$ cat src/rtl/nubus_pkg.sv
// Shared NuBus slave definitions: FSM state encoding, response status codes
// (as driven onto the active-low TM lines) and the standard slot-space prefix.
package nubus_pkg;

    typedef enum logic [1:0] {
        ST_IDLE  = 2'd0,
        ST_WDATA = 2'd1,
        ST_WAIT  = 2'd2,
        ST_ACK   = 2'd3
    } nub_state_e;

    localparam logic [1:0] NUB_ST_OK  = 2'b11;
    localparam logic [1:0] NUB_ST_ERR = 2'b10;
    localparam logic [1:0] NUB_ST_TMO = 2'b01;

    localparam logic [3:0] NUB_SLOT_PREFIX = 4'hF;

endpackage

$ cat src/rtl/nubus_slave_resp.sv
// NuBus slave responder: decodes standard slot space, turns a NuBus transaction
// into a local memory request, and produces the one-cycle slave ACK with status.
module nubus_slave_resp
    import nubus_pkg::*;
#(
    parameter logic [3:0] SLOT_ID     = 4'h9,
    parameter int         TIMEOUT_CYC = 255
) (
    input  logic        nub_clkn,
    input  logic        nub_reset,
    input  logic        nub_startn,
    input  logic        nub_ackn,
    input  logic        nub_tm1n,
    input  logic        nub_tm0n,
    input  logic [31:0] nub_adn,
    output logic        slv_ackcyn,
    output logic [1:0]  slv_errorn,
    output logic        slv_adoe,
    output logic [31:0] slv_rdatan,
    output logic        mem_valid,
    output logic        mem_write,
    output logic [31:0] mem_addr,
    output logic [31:0] mem_wdata,
    output logic [3:0]  mem_wstrb,
    input  logic        mem_ready,
    input  logic [31:0] mem_rdata,
    input  logic        mem_err
);

    // Last counter value in WAIT; the following edge without mem_ready times out,
    // so the ACK lands exactly TIMEOUT_CYC cycles after WAIT entry.
    localparam logic [7:0] TMO_LAST = 8'(TIMEOUT_CYC - 1);

    nub_state_e  state_q;
    logic [7:0]  cnt_q;
    logic [31:0] ad_true;
    logic        slot_hit;
    logic        start_cyc;

    assign ad_true   = ~nub_adn;
    assign slot_hit  = (ad_true[31:24] == {NUB_SLOT_PREFIX, SLOT_ID});
    // START* with ACK* low is an attention cycle, never a transaction start.
    assign start_cyc = !nub_startn && nub_ackn;

    // Transaction FSM with all bus and memory-side outputs registered.
    always_ff @(posedge nub_clkn or posedge nub_reset) begin
        if (nub_reset) begin
            state_q    <= ST_IDLE;
            cnt_q      <= '0;
            slv_ackcyn <= 1'b1;
            slv_errorn <= NUB_ST_OK;
            slv_adoe   <= 1'b0;
            slv_rdatan <= 32'hFFFF_FFFF;
            mem_valid  <= 1'b0;
            mem_write  <= 1'b0;
            mem_addr   <= '0;
            mem_wdata  <= '0;
            mem_wstrb  <= '0;
        end else begin
            case (state_q)
                ST_IDLE: begin
                    if (start_cyc && slot_hit) begin
                        mem_addr  <= ad_true;
                        mem_write <= ~nub_tm1n;
                        mem_wstrb <= nub_tm0n ? 4'b1111 : (4'b0001 << ad_true[1:0]);
                        cnt_q     <= '0;
                        if (!nub_tm1n) begin
                            state_q <= ST_WDATA;
                        end else begin
                            state_q   <= ST_WAIT;
                            mem_valid <= 1'b1;
                        end
                    end
                end
                ST_WDATA: begin
                    mem_wdata <= ad_true;
                    mem_valid <= 1'b1;
                    state_q   <= ST_WAIT;
                end
                ST_WAIT: begin
                    if (mem_ready) begin
                        // A completion in the timeout cycle still counts as a completion.
                        mem_valid  <= 1'b0;
                        slv_ackcyn <= 1'b0;
                        slv_errorn <= mem_err ? NUB_ST_ERR : NUB_ST_OK;
                        slv_adoe   <= !mem_write && !mem_err;
                        if (!mem_write) begin
                            slv_rdatan <= ~mem_rdata;
                        end
                        state_q <= ST_ACK;
                    end else if (cnt_q == TMO_LAST) begin
                        mem_valid  <= 1'b0;
                        slv_ackcyn <= 1'b0;
                        slv_errorn <= NUB_ST_TMO;
                        slv_adoe   <= 1'b0;
                        state_q    <= ST_ACK;
                    end else begin
                        cnt_q <= cnt_q + 8'd1;
                    end
                end
                ST_ACK: begin
                    // A START seen here is deliberately dropped; it is re-evaluated from IDLE.
                    slv_ackcyn <= 1'b1;
                    slv_errorn <= NUB_ST_OK;
                    slv_adoe   <= 1'b0;
                    cnt_q      <= '0;
                    state_q    <= ST_IDLE;
                end
                default: begin
                    state_q <= ST_IDLE;
                end
            endcase
        end
    end

endmodule

$ cat config.mk
export PLATFORM = sky130hd
export DESIGN_NAME = nubus_slave_resp
export DESIGN_NICKNAME = d
export VERILOG_FILES = /design/src/rtl/nubus_pkg.sv /design/src/rtl/nubus_slave_resp.sv
export SDC_FILE = /design/constraint.sdc
export NUM_CORES = 1
export LEC_CHECK = 0
export CAP_MARGIN = 15
export CORE_ASPECT_RATIO = 1.25
export CORE_MARGIN = 10
export CORE_UTILIZATION = 45
export CTS_BUF_LIST = sky130_fd_sc_hd__clkbuf_8
export DETAILED_ROUTE_END_ITERATION = 10
export PLACE_DENSITY = 0.94
export REMOVE_ABC_BUFFERS = 1
export SETUP_SLACK_MARGIN = 0.5
export SYNTH_ARGS = -nofsm -noshare
export SYNTH_HDL_FRONTEND = slang
export SYNTH_SLANG_ARGS = --single-unit
$ cat constraint.sdc
create_clock -name nub_clkn -period 4.5 [get_ports nub_clkn]
set_clock_uncertainty 0.05 [all_clocks]
set_input_delay 0.9 -clock nub_clkn [delete_from_list [all_inputs] [get_ports nub_clkn]]
set_output_delay 0.9 -clock nub_clkn [all_outputs]
set_load 0.01 [all_outputs]
==> qor.txt, run 1 <==
Status: finished, final reports clean
Max-cap violations: 0
Die width: 110.1 um
Worst EP arrival: 2910 ps
Synth cell count leaders: dfrtp_1, nand2_1, o21ai_0
Share of layout cells above drive strength 1: 12.82%
Clock transition at path regs: 60 ps
WL/cell: 17.36 um
Clock share of power: 24.3%
IO Port Bufs: 177
Maximum resistive drop on vdd: 0.0004275 V
# DRC: 0
Number of diodes: 0
Vias/cell: 5.098
RD Place Congestion: 0.8539
Met1 Resource Use GR: 18.55%
Switch Pwr: 1.352 mW
Drt first pass iters: 4
Worst Tran Pin Value: 1001 ps
Post-synthesis cell type count: 36
Syn Std Cell Area: 4562 sq um
Vias in the first global route: 3908
Vias: 3798
Total track usage: 18.00%
Post-CTS sizing: 0
Die ar.: 14590 sq um
CTS Buf Count: 17
Global-route wire length before repair: 20630 um
M2 GR Usage: 31.62%
Critical path class: flop to flop
Ys Warns: 0
Count leader, synth: dfrtp_1
Hold path start: mem_addr[30]$_DFFE_PP0P_
Slowest CP cell: ha_1
GR Layer Usage met3: 6.851%
Required time worst endpoint: 4770 ps
Initial antenna violation count: 0
Maximum clock path buffer count: 2
Min-Delay Path Depth: 1
Simple logic cell fraction of the synthesized area: 14.23%
Power per cell area: 620.2 nW/um^2
Htree depth: 4
Slowest stage delay, CP: 610 ps
Insertion delay of the later-clocked pin in the worst-skew pair: 410 ps
Initial Utilization: 45.60%
Post-Synth XOR/XNOR Area: 0%
Fill cells: 722
Hold Slack: 413.5 ps
Post-synthesis mux area share: 1.810%
Die Y: 132.6 um
Crit path max fanout: 65
Row Count: 41
Setup Viol. Count Final: 0
Achievable clock frequency: 0.3787 GHz
Max-Slew Margin vs Limit: 33.30%
Largest net degree at the start of global routing: 66
Post-DRT Antenna Nets: 0
CP Capture Type: flop
CP startpoint kind: flop
Share of the synthesized area in the top cell type: 44.43%
Sink Count: 116
# hold bufs at CTS: 0
Worst Hold End: mem_addr[30]$_DFFE_PP0P_
Worst r2r path cells: 6
Core Box Area: 10000 sq um
Total global routing overflow: 0
Total Wirelength: 12930 um
Synth Area in Adders: 1.920%
Leakage power: 2.971 nW
Hold WC Path Type: flop to flop
Top post-synthesis cells by area: dfrtp_1, dfstp_2, o21ai_0, nand2_1, a21oi_1
Clk root buf: clkbuf_8
Number of DRC markers in iteration 0: 141
Pwr Total: 4.271 mW
# Post-CTS Setup Buffers: 0
P_int: 2.919 mW
Final net count: 682
Sw frac: 31.65%
R2r setup slk: 1860 ps
FF+latch count, synth: 116
Period minus WS final: 2641 ps
EDFF count, synth: 0
GR peak layer: met2
Post-synthesis sequential area ratio: 64.59%
CTS tree: done
Worst r2r dst: slv_adoe$_DFFE_PP0P_
Yosys top cell by area: dfrtp_1
Synth Instances: 427
Unrepaired setup endpoints after global routing: false
Tcrit/Tclk final: 58.68%
Synth Area per Inst: 10.68 sq um
CP Cell Sequence: inv_1 -> ha_1 -> and2_1 -> nand2b_2 -> o22a_1 -> o22ai_1
Gate power share: 37.4%
Final HPWL DP: 9764 um
Main flop type after synthesis: dfrtp_1
Main combinational cell family by area after synthesis: compound AO/OA/AOI/OAI gates
Setup TNS: 0 ps
Post-synthesis async set-or-reset flop share: 100.0%
Compound-Gate Fraction of Synth Area: 14.65%
Max-slew violations: 0
Sequential share of power: 38.3%
IO Pins: 178
FF-to-FF Start: state_q[0]$_DFFE_PP0P_
Fin. Hold Viols: 0
Area delta synth->final: 50.96%
==> cell usage in the layout, fill, tap and decap left out, drive strengths merged, types with 7 or more instances in the layout <==
master / n
a21oi: 42
dfstp: 35
clkdlybuf4s50: 177
clkbuf: 17
o21ai: 63
dfrtp: 81
nand2: 67
nor2: 39
inv: 14
ha: 7
nand2b: 9
==> critical path: cells and delay by family, from the launching register on <==
| family | cells | cell delay (ps) |
|---|---|---|
| compound gates | 2 | 510 |
| fa+ha+maj | 1 | 610 |
| buf+inv | 1 | 130 |
| flops | 1 | 400 |
| simple gates | 2 | 850 |
==> how the worst max path moves through the flow <==
stage                      startpoint                   end  depth (start not counted)
2_1_floorplan               nub_reset  cnt_q[0]$_DFFE_PP0P_                          1
3_3_place_gp              nub_adn[24]  cnt_q[1]$_DFFE_PP0P_                          5
3_5_place_dp              nub_adn[24]  cnt_q[1]$_DFFE_PP0P_                          5
4_1_cts        state_q[0]$_DFFE_PP0P_  slv_adoe$_DFFE_PP0P_                          6
5_1_grt        state_q[0]$_DFFE_PP0P_  slv_adoe$_DFFE_PP0P_                          6
6_report       state_q[0]$_DFFE_PP0P_  slv_adoe$_DFFE_PP0P_                          6
==> metrics by stage <==
step / util (%) / area (sq um) / cells / worst slack [ps]
final: 68.84 / 6887 / 745 / 1859
after global routing: 68.84 / 6887 / 745 / 1551
after CTS: 68.84 / 6887 / 745 / 1831
after detailed placement: 64.53 / 6455 / 713 / 1515
after global placement: 64.53 / 6455 / 713 / 1614
after floorplan: - / 4472 / 403 / 535.5
==> layer usage <==
layer | part of all wire (%) | vias to the layer above
met5 | 0 | -
met4 | 1.9 | 0
met3 | 8.3 | 17
met2 | 54 | 136
met1 | 36 | 1831
li1 | - | 1814
==> layout make-up <==
type | count | area, sq um | area share, %
sequential | 116 | 2947 | 42.79
timing repair buffer | 181 | 1814 | 26.34
multi-input combinational | 277 | 1493 | 21.68
clock buffer | 17 | 234.0 | 3.398
clock inverter | 15 | 197.7 | 2.871
tap | 129 | 161.4 | 2.344
inverter | 10 | 40.04 | 0.5814
==> power by group through the flow <==
stage | Combinational, mW | Clock, mW | Sequential [mW]
detailed placement | 1.62 | 0 | 1.65
global route | 1.75 | 1.11 | 1.68
global placement | 1.56 | 0 | 1.63
floorplan | 0.604 | 0 | 1.78
finish | 1.60 | 1.04 | 1.64
CTS | 1.63 | 1.06 | 1.64
==> logic make-up (layout without fill, tap and decap cells) <==
group,Yosys count,in the layout
DFF,116,116
muxes,8,8
AOI/OAI and AO/OA,121,121
adders and majority gates,7,7
and+or+nand+nor,141,141
buffers and inverters,34,223
==> flip-flops by register name, summed over array words and instances (netlist names), 2 cells and up <==
signal      cells
slv_rdatan     32
slv_errorn      2
mem_wstrb       4
state_q         2
mem_wdata      32
mem_addr       32
cnt_q           8
Note: power is estimated with default switching activity, not from simulation.
==> inputs of run 2 (changes only) <==
CORE_UTILIZATION = 41   (was 45)
PLACE_DENSITY = 0.91   (was 0.94)
clock period = 2.3 ns   (was 4.5 ns; I/O delays follow)
==> run 2 against run 1 <==
Against the previous run:
- sequential power is 94% higher
- via count grew 3.4%
- utilization decreased by 4.6 points
- largest cell class unchanged
- cell count rose by 3.1%
==> qor.txt, run 2 (synthesis gave the netlist of run 1 again) <==
Insertion delay of the later-clocked pin in the worst-skew pair: 430 ps (+20 ps)
# hold bufs at CTS: 0 (unchanged)
Htree depth: 4 (unchanged)
R2r setup slk: 370 ps (-1490 ps)
Setup Viol. Count Final: 0 (unchanged)
Achievable clock frequency: 0.5192 GHz (+37%)
Die width: 114.3 um (+3.9%)
Vias/cell: 5.113 (+0.30%)
Number of DRC markers in iteration 0: 203 (+44%)
Number of diodes: 0 (unchanged)
Share of layout cells above drive strength 1: 17.85% (+5.0 points)
Max-cap violations: 0 (unchanged)
Total Wirelength: 14280 um (+10%)
Required time worst endpoint: 2590 ps (-2180 ps)
Core Box Area: 10980 sq um (+9.7%)
Worst path bufs/invs: 2 (+1)
Worst r2r dst: cnt_q[2]$_DFFE_PP0P_
Sink Count: 116 (unchanged)
Hold WC Path Type: input port to flop
CTS Buf Count: 17 (unchanged)
Initial Utilization: 41.56% (-4.0 points)
Total global routing overflow: 0 (unchanged)
FF-to-FF Start: state_q[0]$_DFFE_PP0P_
Largest net degree at the start of global routing: 65 (-1.5%)
Clock transition at path regs: 80 ps (+20 ps)
Die Y: 137.9 um (+4.0%)
Clk root buf: clkbuf_8
Maximum resistive drop on vdd: 0.0005467 V (+28%)
Fin area: 7054 sq um (+2.4%)
Slowest stage delay, CP: 380 ps (-230 ps)
Placed cell count: 727 (+2.0%)
IO Pins: 178 (unchanged)
Worst r2r path cells: 7 (+1)
Power per cell area: 1152 nW/um^2 (+86%)
Most frequent cells in the layout: dlygate4sd2_1, dfrtp_1, clkdlybuf4s50_1
Fin. Hold Viols: 0 (unchanged)
Leakage power: 3.354 nW (+13%)
Die ar.: 15770 sq um (+8.1%)
Area delta synth->final: 54.64%
Tcrit/Tclk final: 83.75% (+25 points)
Unrepaired setup endpoints after global routing: true
Slowest CP cell: or3_4
# DRC: 0 (unchanged)
Max-Slew Margin vs Limit: 74.70% (+41 points)
CP Cell Sequence: inv_2 -> ha_4 -> and4_1 -> a21o_1 -> or3_4 -> buf_4 -> o31ai_2
WL/cell: 18.60 um (+7.1%)
Commonest non-fill, non-tap cell in the layout: dlygate4sd2_1
Top flop regs: mem_addr (32), mem_wdata (32), slv_rdatan (32)
WP depth: 7 (+1)
CP startpoint kind: flop
Critical path class: flop to flop
Status: finished, final reports clean
Period minus WS final: 1926 ps (-714.4 ps)
Final HPWL DP: 10530 um (+7.9%)
Row Count: 43 (+4.9%)
Finished Layout Cells: 768 (+3.1%)
Total track usage: 18.07% (+0.070 points)
Critical Path Source: state_q[0]$_DFFE_PP0P_
CP Capture Type: flop
Placed cell areas: 6535 sq um (+1.2%)
Global-route wire length before repair: 22430 um (+8.7%)
Setup crit end: cnt_q[2]$_DFFE_PP0P_
CTS tree: done
Drt first pass iters: 4 (unchanged)
Initial antenna violation count: 0 (unchanged)
Vias in the first global route: 4196 (+7.4%)
Post-DRT Antenna Nets: 0 (unchanged)
Final net count: 699 (+2.5%)
Maximum clock path buffer count: 2 (unchanged)
Vias: 3927 (+3.4%)
Worst Tran Pin Value: 379.5 ps (-621.0 ps)
Max-slew violations: 0 (unchanged)
RD Place Congestion: 0.8331 (-2.4%)
Critical path's top delay family: simple AND/OR/NAND/NOR gates
IO Port Bufs: 177 (unchanged)
Crit path max fanout: 4 (-94%)
Worst EP arrival: 2210 ps (-700 ps)
-- run 2: cell types whose count changed in the layout (fill, tap and decap cells not counted), sizes merged, moves of 5 or more --
| cell | delta |
|---|---|
| buf | +16 |
| clkdlybuf4s15 | +21 |
| clkdlybuf4s50 | -109 |
| clkinvlp | +5 |
| dlygate4sd2 | +85 |
-- run 2: worst min-delay path by stage --
| stage | start | cells after the start | slack (ps) | end |
|---|---|---|---|---|
| 6_report | nub_adn[24] | 2 | 250 | mem_wdata[24]$_DFFE_PP0N_ |
| 5_1_grt | nub_adn[24] | 2 | 250 | mem_wdata[24]$_DFFE_PP0N_ |
| 4_1_cts | nub_reset | 3 | 390 | mem_addr[0]$_DFFE_PP0P_ |
| 3_5_place_dp | mem_addr[27]$_DFFE_PP0P_ | 1 | 400 | mem_addr[27]$_DFFE_PP0P_ |
| 3_3_place_gp | mem_addr[27]$_DFFE_PP0P_ | 1 | 400 | mem_addr[27]$_DFFE_PP0P_ |
| 2_1_floorplan | slv_rdatan[0]$_DFFE_PP1P_ | 2 | 440 | slv_rdatan[0]$_DFFE_PP1P_ |
-- run 2: layer usage --
metal | global-route usage (%) | part of all wire (%)
met1 | 19.00 | 37
met2 | 32.29 | 54
met3 | 5.844 | 6.2
met4 | 7.880 | 3.2
met5 | 0 | 0
-- run 2: worst reg2reg max path, stage by stage, from the launching register on --
cell and delay, ps:
dfrtp_1 370, inv_2 90, ha_4 180, and4_1 200, a21o_1 230, or3_4 380
buf_4 160, o31ai_2 190
-- run 2: what timing repair did --
| action | 4_1_cts | 5_1_grt |
|---|---|---|
| setup buffers | 5 | 3 |
| gates resized for setup | 122 | 39 |
| pin swaps | 6 | 6 |
| gates cloned | 1 | 0 |
| setup endpoints to repair | 161 | 95 |
-- run 2: through the flow --
stage	hold slack [ps]	setup TNS (ps)	power, mW	setup WS (ps)	util, %
4_1_cts	392.7	0	8.065	370.0	63.11
3_5_place_dp	402.8	-193.4	6.507	-88.66	59.54
5_1_grt	252.8	0	8.667	316.8	64.27
3_3_place_gp	400.1	0	6.313	12.46	59.54
6_report	252.2	0	8.126	373.8	64.27
2_1_floorplan	436.2	-131480	4.673	-1224	-
-- run 2: power by group --
group | total, mW | switching, mW | internal [mW]
registers | 3.18 | 0.326 | 2.85
clock network | 1.85 | 0.882 | 0.966
logic | 3.10 | 1.71 | 1.39
total | 8.13 | 2.92 | 5.21
-- run 2: final cells by class --
type,count,area (sq um)
fillers,883,3921
well taps,135,168.9
repair buffers,198,1904
multi-input cells,277,1603
flip-flops and latches,116,2947
clock buffers,17,234.0
clock inverters,15,157.7
inverters,10,40.04
==> inputs of run 3 (changes only) <==
CORE_UTILIZATION = 45   (was 41)
PLACE_DENSITY = 0.94   (was 0.91)
clock period = 2 ns   (was 2.3 ns; I/O delays follow)
==> run 3 against run 2 <==
Against the previous run:
- non-clock buffer count is 47 higher
- via count is 11% higher
- final area grew 8.2%
- clock power increased by 30%
- sequential power rose by 18%
- wire length is 19% higher
- critical path depth down 2
- critical path type is now input port to flop
- global-route usage rose by 2.4 points
- worst hold slack worse by 110 ps
- cell count is 5.5% higher
- setup slack got worse by 220 ps
- sequential share of layout area shrank 3.1 points
==> qor.txt, run 3 (synthesis gave the netlist of run 1 again) <==
Leakage power: 3.654 nW (+8.9%)
CP startpoint kind: input port
Unrepaired setup endpoints after global routing: true
Gate power share: 43.2% (+5.1 points)
Die Y: 132.6 um (-3.9%)
Slowest stage delay, CP: 520 ps (+140 ps)
Required time worst endpoint: 2260 ps (-330 ps)
RD Place Congestion: 0.8290 (-0.49%)
Fin area: 7636 sq um (+8.2%)
Core Box Area: 10000 sq um (-8.9%)
Worst Tran Pin Value: 415.9 ps (+36.38 ps)
Share of layout cells above drive strength 1: 42.00% (+24 points)
Tcrit/Tclk final: 92.14%
IO Port Bufs: 177 (unchanged)
Clock share of power: 22.2% (-0.5 points)
Fill cells: 624 (-29%)
Number of diodes: 0 (unchanged)
# DRC: 0 (unchanged)
Post-DRT Antenna Nets: 0 (unchanged)
Largest net degree at the start of global routing: 43 (-34%)
Maximum resistive drop on vdd: 0.0007454 V (+36%)
IO Pins: 178 (unchanged)
Period minus WS final: 1843 ps
Insertion delay of the later-clocked pin in the worst-skew pair: 420 ps (about the same)
Sw frac: 34.32% (-1.6 points)
Final WS setup: 157.2 ps (-216.6 ps)
CP Cell Sequence: clkdlybuf4s50_1 -> and4bb_2 -> a31oi_4 -> or3_4 -> a211o_2
Clk root buf: clkbuf_8
WL/cell: 21.00 um (+13%)
Fin. Hold Viols: 0 (unchanged)
Clock transition at path regs: 70 ps (about the same)
Switch Pwr: 3.708 mW (+27%)
Vias/cell: 5.384 (+5.3%)
Initial Utilization: 45.60% (+4.0 points)
Placed cell areas: 6613 sq um (+1.2%)
DP Worst Slack: -291.7 ps (-203.0 ps)
Commonest non-fill, non-tap cell in the layout: dfrtp_1
Total Wirelength: 17010 um (+19%)
Global-route wire length before repair: 23340 um (+4.0%)
Maximum clock path buffer count: 2 (unchanged)
Sink Count: 116 (unchanged)
Power per cell area: 1415 nW/um^2 (+23%)
Final core utilization: 76.34% (+12 points)
Achievable clock frequency: 0.5427 GHz
Vias in the first global route: 4439 (+5.8%)
Setup Viol. Count Final: 0 (unchanged)
Setup TNS: 0 ps (unchanged)
Hold WC Path Type: input port to flop
CTS Buf Count: 17 (unchanged)
Status: finished, final reports clean
Die ar.: 14590 sq um (-7.5%)
Final HPWL DP: 10400 um (-1.3%)
Number of DRC markers in iteration 0: 224 (+10%)
Sequential share of power: 34.6% (-4.5 points)
Row Count: 41 (-4.7%)
Worst EP arrival: 2100 ps (-110 ps)
Max-Slew Margin vs Limit: 72.27% (-2.4 points)
Vias: 4361 (+11%)
Most frequent cells in the layout: dfrtp_1, buf_2, nand2_1
Total track usage: 20.51% (+2.4 points)
Total global routing overflow: 0 (unchanged)
Max-slew violations: 0 (unchanged)
Drt first pass iters: 4 (unchanged)
Top flop regs: mem_addr (32), mem_wdata (32), slv_rdatan (32)
Crit path max fanout: 4 (unchanged)
P_int: 7.095 mW (+36%)
CP Capture Type: flop
Htree depth: 4 (unchanged)
Max-cap violations: 0 (unchanged)
Die width: 110.1 um (-3.8%)
# hold bufs at CTS: 0 (unchanged)
Slowest CP cell: clkdlybuf4s50_1
Initial antenna violation count: 0 (unchanged)
Final net count: 747 (+6.9%)
Area delta synth->final: 67.39%
Critical path class: input port to flop
CTS tree: done
run 3: cell types whose count changed in the layout (fill, tap and decap cells not counted), moves of 20 or more:
cell / previous run / this run
buf_4: 14 / 38
o21ai_1: 4 / 29
o21ai_0: 57 / 26
buf_6: 3 / 45
dlygate4sd2_1: 85 / 3
buf_2: 0 / 68
clkdlybuf4s15_1: 21 / 1
run 3: routing by layer:
metal	vias to the layer above	part of all wire, %	track usage, %
met4	0	3.1	8.188
met5	-	0	0
met3	41	7.3	6.851
li1	1963	-	-
met2	201	54	36.83
met1	2156	35	20.84
run 3: path summary, 6_finish.rpt:
| check | start | endpoint | slack [ps] | cells after the start |
|---|---|---|---|---|
| hold / removal | nub_adn[29] | mem_wdata[29]$_DFFE_PP0N_ | 150 | 2 |
| max in group asynchronous | nub_reset | slv_rdatan[29]$_DFFE_PP1P_ | 970 | 3 |
| setup reg to reg | state_q[1]$_DFFE_PP0P_ | cnt_q[5]$_DFFE_PP0P_ | 190 | 5 |
| min in group asynchronous | nub_reset | mem_addr[9]$_DFFE_PP0P_ | 300 | 2 |
| hold reg to reg | mem_addr[29]$_DFFE_PP0P_ | mem_addr[29]$_DFFE_PP0P_ | 420 | 1 |
| setup / recovery | nub_adn[25] | cnt_q[5]$_DFFE_PP0P_ | 160 | 5 |
run 3: through the flow:
stage	power, mW	cells	hold slack [ps]
global route	11.36	810	128.9
detailed placement	7.574	729	407.1
finish	10.80	810	146.4
CTS	10.38	786	290.2
floorplan	5.374	403	427.5
global placement	7.363	729	400.8
run 3: final cells by class:
| class | instances | area, sq um | area share, % |
|---|---|---|---|
| Sequential cell | 116 | 2949 | 38.62 |
| Timing Repair Buffer | 245 | 2315 | 30.31 |
| Multi-Input combinational cell | 278 | 1725 | 22.60 |
| Clock buffer | 21 | 289.0 | 3.785 |
| Tap cell | 129 | 161.4 | 2.114 |
| Clock inverter | 11 | 156.4 | 2.048 |
| Inverter | 10 | 40.04 | 0.5243 |
run 3: power by group through the flow:
stage               Sequential, mW  Clock (mW)  Combinational (mW)
CTS                           3.73        2.41                4.24
global route                  3.82        2.54                5.00
detailed placement            3.71           0                3.86
global placement              3.65           0                3.71
finish                        3.74        2.40                4.66
floorplan                     4.01           0                1.36
run 3: timing repair:
action	in CTS	in global routing
pin swaps	9	11
cloned	4	12
gates resized for setup	476	100
setup endpoints to repair	211	166
buffers inserted	21	12
run 3: critical path: cells and delay by family:
kind / cells / cell delay, ps
compound gates: 2 / 430
buf+inv: 1 / 520
simple gates: 2 / 750
